File: src/rtl/sphere3_sched.sv
// sphere3_sched
// Round-robin scheduler sharing one 3-sphere point generator among NUM_REQ
// requesters. It issues single-cycle pops and waits for gen_valid, with a
// watchdog timeout. Each captured w/x/y/z tuple is returned on a shared
// response bus tagged with the requester index. Reseed requests from the
// configuration port are serialised so they never overlap an in-flight pop.
//
// Ports:
//   clk, rst            rising-edge clock, synchronous active-high reset
//   req[NUM_REQ]        level requests, held until the matching rsp_valid
//   grant[NUM_REQ]      one-hot current owner (ISSUE/WAIT/DELIVER)
//   rsp_valid/rsp_id    one-cycle response strobe and requester index
//   rsp_w/x/y/z         captured generator outputs (hold between pulses)
//   cfg_reseed/cfg_seed reseed request pulse and seed value
//   gen_pop/gen_reseed  single-cycle strobes to the generator
//   gen_seed            seed presented with gen_reseed
//   gen_w/x/y/z,
//   gen_valid           generator outputs
//   busy                not idle, or a reseed is pending
//   err_timeout         sticky watchdog flag
//   sample_count        responses delivered, wrapping 32-bit
module sphere3_sched #(
  parameter int NUM_REQ = 4,
  parameter int TIMEOUT = 64
) (
  input  logic                       clk,
  input  logic                       rst,
  input  logic [NUM_REQ-1:0]         req,
  output logic [NUM_REQ-1:0]         grant,
  output logic                       rsp_valid,
  output logic [$clog2(NUM_REQ)-1:0] rsp_id,
  output logic [31:0]                rsp_w,
  output logic [31:0]                rsp_x,
  output logic [31:0]                rsp_y,
  output logic [31:0]                rsp_z,
  input  logic                       cfg_reseed,
  input  logic [31:0]                cfg_seed,
  output logic                       gen_pop,
  output logic                       gen_reseed,
  output logic [31:0]                gen_seed,
  input  logic [31:0]                gen_w,
  input  logic [31:0]                gen_x,
  input  logic [31:0]                gen_y,
  input  logic [31:0]                gen_z,
  input  logic                       gen_valid,
  output logic                       busy,
  output logic                       err_timeout,
  output logic [31:0]                sample_count
);

  localparam int ID_W  = $clog2(NUM_REQ);
  localparam int CNT_W = $clog2(TIMEOUT);

  typedef enum logic [2:0] {
    S_IDLE, S_RESEED, S_SETTLE, S_ISSUE, S_WAIT, S_DELIVER
  } state_t;

  state_t             state_q, state_d;
  logic [ID_W-1:0]    owner_q, owner_d;
  logic [ID_W-1:0]    rr_q, rr_d;
  logic [CNT_W-1:0]   cnt_q, cnt_d;
  logic               pending_q, pending_d;
  logic [31:0]        seed_q, seed_d;
  logic [NUM_REQ-1:0] grant_q, grant_d;
  logic               rsp_valid_q, rsp_valid_d;
  logic [ID_W-1:0]    rsp_id_q, rsp_id_d;
  logic [31:0]        rsp_w_q, rsp_w_d, rsp_x_q, rsp_x_d;
  logic [31:0]        rsp_y_q, rsp_y_d, rsp_z_q, rsp_z_d;
  logic               gen_pop_q, gen_pop_d;
  logic               gen_reseed_q, gen_reseed_d;
  logic [31:0]        gen_seed_q, gen_seed_d;
  logic               busy_q, busy_d;
  logic               err_q, err_d;
  logic [31:0]        sample_count_q, sample_count_d;

  // Cyclic priority scan: first set request at or after the rr pointer.
  logic              found;
  logic [ID_W-1:0]   pick;
  logic [ID_W:0]     cand;
  logic [ID_W-1:0]   owner_inc;

  always_comb begin
    found = 1'b0;
    pick  = rr_q;
    cand  = '0;
    for (int i = 0; i < NUM_REQ; i++) begin
      cand = {1'b0, rr_q} + (ID_W+1)'(i);
      if (cand >= (ID_W+1)'(NUM_REQ)) cand = cand - (ID_W+1)'(NUM_REQ);
      if (!found && req[cand[ID_W-1:0]]) begin
        found = 1'b1;
        pick  = cand[ID_W-1:0];
      end
    end
  end

  assign owner_inc = (owner_q == ID_W'(NUM_REQ - 1)) ? '0 : owner_q + ID_W'(1);

  always_comb begin
    state_d        = state_q;
    owner_d        = owner_q;
    rr_d           = rr_q;
    cnt_d          = cnt_q;
    pending_d      = pending_q;
    seed_d         = seed_q;
    gen_seed_d     = gen_seed_q;
    rsp_id_d       = rsp_id_q;
    rsp_w_d        = rsp_w_q;
    rsp_x_d        = rsp_x_q;
    rsp_y_d        = rsp_y_q;
    rsp_z_d        = rsp_z_q;
    err_d          = err_q;
    sample_count_d = sample_count_q;

    case (state_q)
      S_IDLE: begin
        if (pending_q) begin
          // A seed arriving in the decision cycle is the newest one; use it
          // directly so the single reseed carries the latest value.
          gen_seed_d = cfg_reseed ? cfg_seed : seed_q;
          pending_d  = 1'b0;
          state_d    = S_RESEED;
        end else if (found) begin
          owner_d = pick;
          state_d = S_ISSUE;
        end
      end
      S_RESEED: state_d = S_SETTLE;
      S_SETTLE: state_d = S_IDLE;
      S_ISSUE: begin
        cnt_d   = '0;
        state_d = S_WAIT;
      end
      S_WAIT: begin
        if (gen_valid) begin
          rsp_id_d       = owner_q;
          rsp_w_d        = gen_w;
          rsp_x_d        = gen_x;
          rsp_y_d        = gen_y;
          rsp_z_d        = gen_z;
          sample_count_d = sample_count_q + 32'd1;
          rr_d           = owner_inc;
          state_d        = S_DELIVER;
        end else if (cnt_q == CNT_W'(TIMEOUT - 1)) begin
          // Abort without a response; the requester keeps its req raised.
          err_d   = 1'b1;
          rr_d    = owner_inc;
          state_d = S_IDLE;
        end else begin
          cnt_d = cnt_q + CNT_W'(1);
        end
      end
      S_DELIVER: state_d = S_IDLE;
      default:   state_d = S_IDLE;
    endcase

    if (cfg_reseed) begin
      seed_d = cfg_seed;
      // In the decision cycle the new seed is absorbed by the reseed
      // being launched, so it must not leave a second one pending.
      if (!(state_q == S_IDLE && pending_q)) pending_d = 1'b1;
    end

    // Strobes and grant are registered from the next state so they line
    // up with the state they belong to.
    gen_pop_d    = (state_d == S_ISSUE);
    gen_reseed_d = (state_d == S_RESEED);
    rsp_valid_d  = (state_d == S_DELIVER);
    busy_d       = (state_d != S_IDLE) || pending_d;
    grant_d      = '0;
    for (int i = 0; i < NUM_REQ; i++) begin
      grant_d[i] = ((state_d == S_ISSUE) || (state_d == S_WAIT) ||
                    (state_d == S_DELIVER)) && (owner_d == ID_W'(i));
    end
  end

  always_ff @(posedge clk) begin
    if (rst) begin
      state_q        <= S_IDLE;
      owner_q        <= '0;
      rr_q           <= '0;
      cnt_q          <= '0;
      pending_q      <= 1'b0;
      seed_q         <= '0;
      grant_q        <= '0;
      rsp_valid_q    <= 1'b0;
      rsp_id_q       <= '0;
      rsp_w_q        <= '0;
      rsp_x_q        <= '0;
      rsp_y_q        <= '0;
      rsp_z_q        <= '0;
      gen_pop_q      <= 1'b0;
      gen_reseed_q   <= 1'b0;
      gen_seed_q     <= '0;
      busy_q         <= 1'b0;
      err_q          <= 1'b0;
      sample_count_q <= '0;
    end else begin
      state_q        <= state_d;
      owner_q        <= owner_d;
      rr_q           <= rr_d;
      cnt_q          <= cnt_d;
      pending_q      <= pending_d;
      seed_q         <= seed_d;
      grant_q        <= grant_d;
      rsp_valid_q    <= rsp_valid_d;
      rsp_id_q       <= rsp_id_d;
      rsp_w_q        <= rsp_w_d;
      rsp_x_q        <= rsp_x_d;
      rsp_y_q        <= rsp_y_d;
      rsp_z_q        <= rsp_z_d;
      gen_pop_q      <= gen_pop_d;
      gen_reseed_q   <= gen_reseed_d;
      gen_seed_q     <= gen_seed_d;
      busy_q         <= busy_d;
      err_q          <= err_d;
      sample_count_q <= sample_count_d;
    end
  end

  assign grant        = grant_q;
  assign rsp_valid    = rsp_valid_q;
  assign rsp_id       = rsp_id_q;
  assign rsp_w        = rsp_w_q;
  assign rsp_x        = rsp_x_q;
  assign rsp_y        = rsp_y_q;
  assign rsp_z        = rsp_z_q;
  assign gen_pop      = gen_pop_q;
  assign gen_reseed   = gen_reseed_q;
  assign gen_seed     = gen_seed_q;
  assign busy         = busy_q;
  assign err_timeout  = err_q;
  assign sample_count = sample_count_q;

endmodule

File: config.mk
export PLATFORM = sky130hd
export DESIGN_NAME = sphere3_sched
export DESIGN_NICKNAME = d
export VERILOG_FILES = /design/src/rtl/sphere3_sched.sv
export SDC_FILE = /design/constraint.sdc
export NUM_CORES = 1
export LEC_CHECK = 0
export ABC_AREA = 1
export BUFFER_PORTS_ARGS = -buffer_cell sky130_fd_sc_hd__clkbuf_2
export CORE_MARGIN = 2
export CORE_UTILIZATION = 49
export CTS_CLUSTER_DIAMETER = 50
export DETAILED_ROUTE_END_ITERATION = 8
export GPL_TIMING_DRIVEN = 0
export PLACE_DENSITY = 0.8
export SLEW_MARGIN = 20
export SYNTH_ARGS = -nofsm -noshare
export SYNTH_HDL_FRONTEND = slang
export SYNTH_SLANG_ARGS = --single-unit
export TNS_END_PERCENT = 30
File: constraint.sdc
create_clock -name clk -period 2.2 [get_ports clk]
set_clock_uncertainty 0.1 [all_clocks]
set_input_delay 0.33 -clock clk [delete_from_list [all_inputs] [get_ports clk]]
set_output_delay 0.33 -clock clk [all_outputs]
set_load 0.005 [all_outputs]
==> results of run 1 <==
metal layers:
layer / global-route usage / vias up / routed length [µm]
met5: 0 / - / 0
met4: 0.244 / 0 / 2980
met3: 0.0716 / 216 / 3200
met2: 0.575 / 725 / 17100
met1: 0.359 / 4950 / 12800
li1: - / 5020 / -
worst paths after layout:
path                      end  slack [ns]  cells after the start
setup / recovery    rsp_x[10]        0.05                      6
hold / removal     seed_q[30]      0.0004                      3
setup reg to reg    rsp_x[10]        0.05                      6
hold reg to reg   err_timeout        0.39                      1
flip-flops by register name, summed over array words and instances, names as in the netlist, 4 cells and up:
register      cells
grant             4
rsp_w            32
sample_count     32
rsp_x            32
cnt_q             6
rsp_z            32
rsp_y            32
seed_q           32
gen_seed         32
cell type report:
| type | count | area share |
|---|---|---|
| Buffer | 71 | 0.0229 |
| Timing Repair Buffer | 526 | 0.240 |
| Clock inverter | 14 | 0.00746 |
| Tap cell | 265 | 0.0233 |
| Sequential cell | 249 | 0.350 |
| Multi-Input combinational cell | 829 | 0.286 |
| Inverter | 49 | 0.0129 |
| Clock buffer | 38 | 0.0575 |
cells by family (layout without fill, tap and decap cells):
group           after synthesis  count (layout)
compound gates              220             220
flops                       249             249
fa+ha+maj                     3               3
xor+xnor                      9               9
simple gates                565             565
mux                          32              32
buf+inv                     120             698
power groups by stage:
stage                     Clock, µW  Sequential, µW  Combinational (µW)
after floorplan                   0            5040                 763
after global placement            0            5030                1340
after detailed placement          0            5040                1360
after CTS                      4610            4940                1590
after global routing           4790            4980                1820
final                          4590            4960                1670
worst max-delay path: stages, from the launching register on:
cell,delay (ns)
dfxtp_1,0.47
nand3_2,0.16
nor2_2,0.20
buf_4,0.27
clkbuf_1,0.45
o21ai_0,0.26
nor2_1,0.17
per-stage QoR:
| step | hold slack [ns] | power, µW |
|---|---|---|
| 6_report | 0.000367 | 11200 |
| 5_1_grt | 0.0162 | 11600 |
| 4_1_cts | 0.00703 | 11100 |
| 3_5_place_dp | 0.373 | 6400 |
| 3_3_place_gp | 0.355 | 6360 |
| 2_1_floorplan | 0.357 | 5800 |
cells in the mapped netlist, types with 4 or more instances:
cell / instances / area share
buf_2: 21 / 0.011
a21oi_1: 28 / 0.015
dfxtp_1: 249 / 0.52
nand3_1: 31 / 0.016
o21ai_0: 148 / 0.077
xor2_1: 4 / 0.0037
a211oi_1: 34 / 0.027
buf_4: 7 / 0.0055
nor3_1: 10 / 0.0052
clkbuf_1: 39 / 0.015
nand2_1: 96 / 0.038
nand2_4: 4 / 0.0047
nor2_2: 11 / 0.0072
mux2i_1: 32 / 0.033
nor2_4: 6 / 0.0071
xnor2_1: 5 / 0.0046
inv_1: 44 / 0.017
nand4_1: 10 / 0.0065
nand2_2: 13 / 0.0085
inv_2: 4 / 0.0016
nor2_1: 371 / 0.15
==> out/qor.yml, run 1 <==
cells_and_area:
  final_cell_area_um2: 14300
  fin_util: 0.737
  syn2layout_area_growth_pct: 48.9
  final_common_cell: "nor2_1"
  final_cell_count_no_fill: 2041
  register_area_um2: 4980
  final_cell_mix: "nor2_1 (371), clkbuf_2 (368), dfxtp_1 (249), dlygate4sd3_1 (158), o21ai_0 (148)"
  nNetsFinal: 1925
  nFillCells: 1343
  drive_above_1_share: 0.279
  multi_input_area_um2: 4080
  antenna_cells: 0
sta:
  max_freq_mhz: 466
  slew_violations: 0
  tns_ns: 0
  setup_violations: 0
  finalHoldViolations: 0
  worstMarginPinSlew_ns: 0.668
  fin_crit_ns: 2.15
  setup_ws_ns: 0.0537
  rsz0062_at_grt: "no"
  maxSlewHeadroom: 0.555
  finalCritPeriodShare: 0.976
logic_synthesis:
  netlist_instances: 1198
  syn_avg_cell_area_um2: 7.99
  yosys-mux-area-fraction: 0.0335
  ys_types: 38
  synth_compound_area_frac: 0.127
  synth_edf_count: 0
  synth_area_um2: 9570
  synthSimpleGateAreaFrac: 0.253
  synth_flop_cell: "dfxtp_1"
  ys_ff_latch: 249
  synth_fa_ha_area_frac: 0.00392
  synth_top_family_by_area: "simple AND/OR/NAND/NOR gates"
  syn_nets: 1369
  synth_seq_area_share: 0.521
  synth-async-reset-ratio: 0
  ys.warnings.count: 0
  synthXorXnorAreaFrac: 0.00823
run_status:
  outcome: "completed"
min_path:
  hold_start: "cfg_seed[30]"
  hold_class: "primary input to flop"
power:
  p_clk_frac: 0.409
  internal_power_uw: 8190
  p_leak_uw: 0.00689
  pwr-share-comb: 0.148
  irDropWorstVdd_v: 0.000683
  seqPwrFrac: 0.442
  swShare: 0.270
  p_sw_uw: 3030
  powerDensity_nw_per_um2: 787
setup_path:
  crit_arrival_ns: 2.52
  critPathCaptureType: "flop"
  critPathLaunchType: "flop"
  startpoint: "state_q[2]"
  crit_type: "flop to flop"
  rr_startpoint: "state_q[2]"
  crit_required_ns: 2.57
  crit_fanout: 10
drt:
  dr.pass1.iters: 8
  ant_nets: 0
  drt-initial-drc-count: 584
  wl_mm: 36.1
  drc: 0
  wl_per_cell_um: 17.7
  vias: 10900
  detail_route.vias_per_cell: 5.35
clock_tree:
  cts_tree: "done"
  clk_path_buf_depth: 3
  ctsResizeCount: 0
  insertion_delay_ns: 0.53
  clock_sink_count: 249
  numCtsBuffers: 28
  ctsHtreeMaxLevel: 1
  post-cts-setup-buffers: 0
  clock-root-buffer: "clkbuf_16"
  clk_pin_slew_ns: 0.07
  hold_buffers: 158
grt:
  grt_pass1_vias: 10900
  globalRoute.totalOverflow: 0
  antenna_found_initial: 0
  grt_max_degree: 15
  grt_first_pass_wirelength_mm: 54.5
  gr-usage-all-layers: 0.333
floorplanning:
  num_io_pins: 371
  row_count: 51
  coreArea_um2: 19300
  die-area_um2: 20700
  die_y_um: 144
  fp.dieW_um: 144
  start_util: 0.495
place:
  dpl.cell_count: 1831
  pre_cts_ws_ns: -0.142
  place_area_um2: 11700
  port_buffers: 368
  gp_congestion: 0.897
  place_hpwl_mm: 21.4
flow_run:
  maxCapViolCount: 0
(Power assumes the default switching activity.)
==> run 2: changes to the inputs <==
Settings changed: BUFFER_PORTS_ARGS -buffer_cell sky130_fd_sc_hd__clkbuf_2 to -buffer_cell sky130_fd_sc_hd__buf_2.
==> run 2 against run 1 <==
Net effect: wire length shrank 1.8%; largest power group unchanged; sequential power is essentially flat; sequential cell count is the same; via count shrank 0.69%; total power is essentially flat; cell area grew 0.11%.
==> out/qor.yml, run 2 (synthesis gave the netlist of run 1 again) <==
run_status:
  outcome: "completed"
power:
  internal_power_uw: 8290  # +1.2%
  p_clk_frac: 0.411  # +0.002
  p_leak_uw: 0.00703  # +2.1%
  pwr-share-comb: 0.148  # about the same
  seqPwrFrac: 0.441  # about the same
  irDropWorstVdd_v: 0.000584  # -15%
  p_sw_uw: 2940  # -3.0%
  powerDensity_nw_per_um2: 787  # about the same
  swShare: 0.262  # -0.00842
sta:
  finalCritPeriodShare: 0.917  # -0.0589
  fin_crit_ns: 2.02  # -0.130 ns
  setup_ws_ns: 0.183  # +0.130 ns
  finalHoldViolations: 0  # unchanged
  slew_violations: 0  # unchanged
  worst_hold_slack_ns: 0.191  # +0.190 ns
  maxSlewHeadroom: 0.574  # +0.0194
  setup_violations: 0  # unchanged
  rsz0062_at_grt: "no"
  max_freq_mhz: 496  # +6.4%
  worstMarginPinSlew_ns: 0.638  # -0.0291 ns
cells_and_area:
  multi_input_area_um2: 4080  # unchanged
  register_area_um2: 4980  # unchanged
  syn2layout_area_growth_pct: 49.1
  antenna_cells: 0  # unchanged
  final_common_cell: "buf_2"
  fin_util: 0.738  # +0.000777
  drive_above_1_share: 0.277  # -0.00241
  nNetsFinal: 1927  # +0.10%
  nFillCells: 1329  # -1.0%
  final_cell_area_um2: 14300  # +0.11%
  final_cell_count_no_fill: 2042  # +0.049%
  final_cell_mix: "buf_2 (389), nor2_1 (371), dfxtp_1 (249), dlygate4sd3_1 (160), o21ai_0 (148)"
clock_tree:
  clk_pin_slew_ns: 0.06  # about the same
  clock-root-buffer: "clkbuf_16"
  numCtsBuffers: 28  # unchanged
  clock_sink_count: 249  # unchanged
  cts_tree: "done"
  insertion_delay_ns: 0.53  # about the same
  clk_path_buf_depth: 3  # unchanged
  ctsResizeCount: 0  # unchanged
  ctsHtreeMaxLevel: 1  # unchanged
setup_path:
  r2r_cells: 8  # +2
  path_common_cell: "nor2_1"
  crit_type: "flop to flop"
  timing.rr.end: "rsp_z[27]"
  crit_slowest_cell: "clkbuf_1"
  crit_fanout: 10  # unchanged
  critPathCaptureType: "flop"
  rrSetupSlack_ns: 0.18  # +0.13 ns
  cp_cell_sequence: "inv_1, nand2_1, nor2_4, nand2_4, clkbuf_1, buf_2, nor2_1, nor2_1"
  crit_required_ns: 2.54  # -0.03 ns
  crit_arrival_ns: 2.36  # -0.16 ns
  rr_startpoint: "state_q[1]"
  startpoint: "state_q[1]"
  crit_end: "rsp_z[27]"
  critPathLaunchType: "flop"
  max_stage_delay_ns: 0.43  # -0.04 ns
place:
  place_hpwl_mm: 21.1  # -1.6%
  place_area_um2: 11700  # unchanged
  gp_congestion: 0.888  # -1.0%
  pre_cts_ws_ns: -0.0985  # +0.0436 ns
  dpl.cell_count: 1831  # unchanged
  port_buffers: 368  # unchanged
min_path:
  hold_start: "gen_valid"
  hold_class: "primary input to flop"
grt:
  grt_max_degree: 14  # -1
  globalRoute.totalOverflow: 0  # unchanged
  antenna_found_initial: 0  # unchanged
  grt_first_pass_wirelength_mm: 53.9  # -1.1%
  grt_pass1_vias: 10800  # -0.82%
  gr-usage-all-layers: 0.328  # -0.00485
drt:
  detail_route.vias_per_cell: 5.31  # -0.74%
  ant_nets: 0  # unchanged
  top_layer: "met4"
  wl_per_cell_um: 17.3  # -1.9%
  drc: 0  # unchanged
  wl_met3_mm: 3.08  # -3.8%
  vias: 10800  # -0.69%
  wl_mm: 35.4  # -1.8%
  wl_met1_mm: 12.8  # +0.40%
  drt-initial-drc-count: 524  # -10%
  dr.pass1.iters: 5  # -3
  wl_met2_mm: 16.9  # -0.98%
flow_run:
  maxCapViolCount: 0  # unchanged
floorplanning:
  die_y_um: 144  # unchanged
  start_util: 0.495  # unchanged
  coreArea_um2: 19300  # unchanged
  fp.dieW_um: 144  # unchanged
  row_count: 51  # unchanged
  num_io_pins: 371  # unchanged
  die-area_um2: 20700  # unchanged
-- run 2: layer usage --
metal,vias up,global-route usage
li1,5032,-
met1,4988,0.358
met2,644,0.574
met3,172,0.0696
met4,0,0.214
met5,-,0
-- run 2: power by group through the flow --
stage | combinational [µW] | sequential, µW | clock [µW]
6_report | 1660 | 4950 | 4610
5_1_grt | 1830 | 4970 | 4850
4_1_cts | 1590 | 4930 | 4640
3_5_place_dp | 1360 | 5030 | 0
3_3_place_gp | 1340 | 5020 | 0
2_1_floorplan | 763 | 5040 | 0
-- run 2: worst max-delay path, delay by kind of cell, from the launching register on --
| family | cells | cell delay, ns |
|---|---|---|
| AND/OR/NAND/NOR | 5 | 0.63 |
| flip-flops | 1 | 0.33 |
| buffers and inverters | 3 | 0.85 |
-- run 2: worst min path at each step --
stage                                   to  slack [ns]  depth (start not counted)
after global placement         err_timeout        0.35                          1
after global routing      sample_count[14]        0.20                          5
after CTS                 sample_count[14]        0.17                          5
final                     sample_count[14]        0.19                          5
after floorplan                  seed_q[0]        0.36                          2
after detailed placement       err_timeout        0.36                          1
-- run 2: timing repair --
item | CTS | global route
hold buffers | 160 | 0
setup buffers | 0 | 0
endpoints found under the hold margin | 160 | 0
-- run 2: per-stage QoR --
step | TNS (ns) | power, µW
finish | 0 | 11200
global route | 0 | 11700
CTS | 0 | 11200
detailed placement | -0.889 | 6390
global placement | -0.838 | 6360
floorplan | 0 | 5800
-- run 2: final cells by class --
type	instances	area share
Clock inverter	10	0.00631
Inverter	49	0.0129
Timing Repair Buffer	528	0.241
Clock buffer	41	0.0582
Buffer	71	0.0229
Tap cell	265	0.0232
Multi-Input combinational cell	829	0.286
Sequential cell	249	0.349
==> run 3: changes to the inputs <==
Settings changed: ABC_AREA 1 to not set, CORE_AREA set to 2 2 146 148, CORE_MARGIN 2 to not set, CORE_UTILIZATION 49 to not set, DIE_AREA set to 0 0 148 150, PLACE_DENSITY 0.8 to 0.75.
==> run 3 against run 2 <==
Net effect: die area increased by 7.4%; cell count is 6.6% lower; wire length shrank 7.3%; synthesized cell count down 13%; total power rose by 0.59%; non-clock buffer count rose by 4; global-route usage shrank 5.3 points; utilization fell by 5.6 points; critical endpoint is now rsp_w[19].
==> out/qor.yml, run 3 <==
run_status:
  outcome: "completed"
sta:
  finalHoldViolations: 0  # unchanged
  worst_hold_slack_ns: 0.0588  # -0.132 ns
  setup_violations: 0  # unchanged
  fin_crit_ns: 2.11  # +0.0946 ns
  maxSlewHeadroom: 0.594  # +0.0194
  finalCritPeriodShare: 0.960  # +0.0430
  worstMarginPinSlew_ns: 0.609  # -0.0290 ns
  max_freq_mhz: 474  # -4.5%
  slew_violations: 0  # unchanged
  rsz0062_at_grt: "yes"
logic_synthesis:
  syn_nets: 1217  # -11%
  synth_seq_area_share: 0.543  # +0.0227
  netlist_instances: 1046  # -13%
  synthTopCellsByArea: "dfxtp_1 (54%), nand2_1 (12%), a21oi_1 (8.7%)"
  ys_types: 56  # +47%
  synth_top_cell_by_area: "dfxtp_1"
  syn_avg_cell_area_um2: 8.77  # +9.8%
  synth_edf_count: 0  # unchanged
  synthMostInstantiatedCell: "nand2_1"
  synth.top_cell.area_share: 0.543  # +0.0227
  ys.warnings.count: 0  # unchanged
  synth-async-reset-ratio: 0  # unchanged
  synth_flop_cell: "dfxtp_1"
  synth_commonest_cells: "nand2_1 (283), dfxtp_1 (249), a21oi_1 (159), nor2_1 (54), clkbuf_1 (49)"
  synth_area_um2: 9170  # -4.2%
  ys_ff_latch: 249  # unchanged
cells_and_area:
  final_cell_area_um2: 14100  # -1.1%
  syn2layout_area_growth_pct: 53.8
  fin_util: 0.682  # -0.0558
  nNetsFinal: 1780  # -7.6%
  final_cell_count_no_fill: 1908  # -6.6%
  final_common_cell: "buf_2"
  drive_above_1_share: 0.289  # +0.0117
  final_cell_mix: "buf_2 (388), nand2_1 (283), dfxtp_1 (247), a21oi_1 (159), dlygate4sd3_1 (159)"
drt:
  wl_met2_mm: 16.1  # -5.0%
  wl_mm: 32.8  # -7.3%
  wl_met3_mm: 2.65  # -14%
  ant_nets: 0  # unchanged
  drt-initial-drc-count: 510  # -2.7%
  wl_per_cell_um: 17.2  # -0.80%
  detail_route.vias_per_cell: 5.26  # -0.93%
  wl_met1_mm: 12.5  # -2.6%
  drc: 0  # unchanged
  vias: 10000  # -7.4%
  dr.pass1.iters: 5  # unchanged
  top_layer: "met4"
place:
  dpl.cell_count: 1689  # -7.8%
  gp_congestion: 0.826  # -7.0%
  place_area_um2: 11400  # -3.3%
  port_buffers: 368  # unchanged
  place_hpwl_mm: 20.3  # -3.6%
power:
  irDropWorstVdd_v: 0.000777  # +33%
  p_total_uw: 11300  # +0.59%
  p_leak_uw: 0.00632  # -10%
  internal_power_uw: 8690  # +4.7%
  pwr-share-comb: 0.099  # -0.049
  p_sw_uw: 2610  # -11%
  swShare: 0.231  # -0.0304
  powerDensity_nw_per_um2: 800  # +1.7%
  p_clk_frac: 0.477  # +0.066
  seqPwrFrac: 0.424  # -0.017
setup_path:
  crit_required_ns: 2.53  # about the same
  crit_family: "buffers and inverters"
  max_stage_delay_ns: 0.37  # -0.06 ns
  crit_fanout: 10  # unchanged
  crit_type: "flop to flop"
  critPathLaunchType: "flop"
  cp_cell_sequence: "buf_2, nor3b_4, nand2_1, clkbuf_2, clkbuf_2, nand2_1, a21oi_1"
  crit_arrival_ns: 2.45  # +0.09 ns
  path_buf_inv: 3  # unchanged
  crit_slowest_cell: "clkbuf_2"
  critPathCaptureType: "flop"
floorplanning:
  die-area_um2: 22200  # +7.4%
  num_io_pins: 371  # unchanged
  row_count: 53  # +3.9%
  fp.dieW_um: 148  # +2.9%
  start_util: 0.443  # -0.0517
  coreArea_um2: 20700  # +7.0%
  die_y_um: 150  # +4.3%
grt:
  globalRoute.totalOverflow: 0  # unchanged
  grt_max_degree: 15  # +1
  gr-usage-all-layers: 0.275  # -0.0529
  antenna_found_initial: 1  # +1
  grt_first_pass_wirelength_mm: 49.6  # -7.9%
  grt_pass1_vias: 9665  # -10%
clock_tree:
  ctsHtreeMaxLevel: 1  # unchanged
  clock-root-buffer: "clkbuf_16"
  cts_tree: "done"
  insertion_delay_ns: 0.54  # about the same
  clk_pin_slew_ns: 0.06  # about the same
  clock_sink_count: 249  # unchanged
  numCtsBuffers: 29  # +3.6%
  clk_path_buf_depth: 3  # unchanged
flow_run:
  maxCapViolCount: 0  # unchanged
min_path:
  hold_class: "primary input to flop"
[run 3: cell count changes in the layout (fill, tap and decap cells not counted), moves of 9 or more]
cell,before,now
nand2_1,96,283
clkbuf_2,0,9
nand2_2,13,0
o22a_1,0,33
nand3_1,31,17
nor2b_1,0,12
nor2_1,371,54
inv_1,44,7
a211oi_1,34,3
o21ai_0,148,9
o31ai_1,0,9
or4_1,0,10
nor2_2,11,0
a21oi_1,28,159
[run 3: cell families after synthesis]
kind of cell    count (synthesis)  synth area share
xor+xnor                        8           0.00764
buf+inv                        78            0.0348
flops                         249             0.543
fa+ha+maj                       3           0.00409
mux                            40            0.0445
compound gates                235             0.152
simple gates                  433             0.213
[run 3: worst min-delay path, delay by kind of cell]
family | cells | cell delay, ns
AND/OR/NAND/NOR | 1 | 0.16
buffers and inverters | 1 | 0.08
multiplexers | 1 | 0.07
[run 3: layout make-up]
class | count | area (µm²)
Timing Repair Buffer | 532 | 3470
Clock inverter | 16 | 285
Fill cell | 1551 | 6580
Tap cell | 275 | 344
Antenna cell | 1 | 2.50
Sequential cell | 249 | 4990
Multi-Input combinational cell | 719 | 3890
Inverter | 7 | 26.3
Buffer | 71 | 307
Clock buffer | 38 | 800
[run 3: worst paths after layout]
kind	depth (start not counted)	start	endpoint	slack [ns]
max	7	state_q[0]	rsp_w[19]	0.09
min	3	cfg_seed[28]	seed_q[28]	0.06
max reg2reg	7	state_q[0]	rsp_w[19]	0.09
min reg2reg	2	rsp_x[24]	rsp_x[24]	0.35
[run 3: timing repair]
item | CTS | global route
endpoints found under the setup margin | 90 | 66
pin swaps | 0 | 2
setup buffers | 2 | 3
cloned | 0 | 0
endpoints found under the hold margin | 159 | 0
resized for setup | 3 | 21
hold buffers | 159 | 0
[run 3: per-layer routing]
layer / global-route usage / vias to the layer above
li1: - / 4732
met3: 0.0674 / 126
met4: 0.125 / 0
met5: 0 / -
met1: 0.316 / 4693
met2: 0.484 / 480
[run 3: metrics by stage]
stage / setup slack, ns / setup TNS (ns)
2_1_floorplan: 0.325 / 0
3_3_place_gp: -0.555 / -46.30
3_5_place_dp: -0.536 / -47.51
4_1_cts: 0.0100 / 0
5_1_grt: -0.0155 / -0.0155
6_report: 0.0886 / 0
[run 3: power by group through the flow]
| stage | Clock [µW] | Sequential [µW] | Combinational, µW |
|---|---|---|---|
| floorplan | 0 | 4880 | 416 |
| global placement | 0 | 4860 | 841 |
| detailed placement | 0 | 4870 | 849 |
| CTS | 5420 | 4770 | 1080 |
| global route | 5640 | 4800 | 1210 |
| finish | 5390 | 4790 | 1120 |
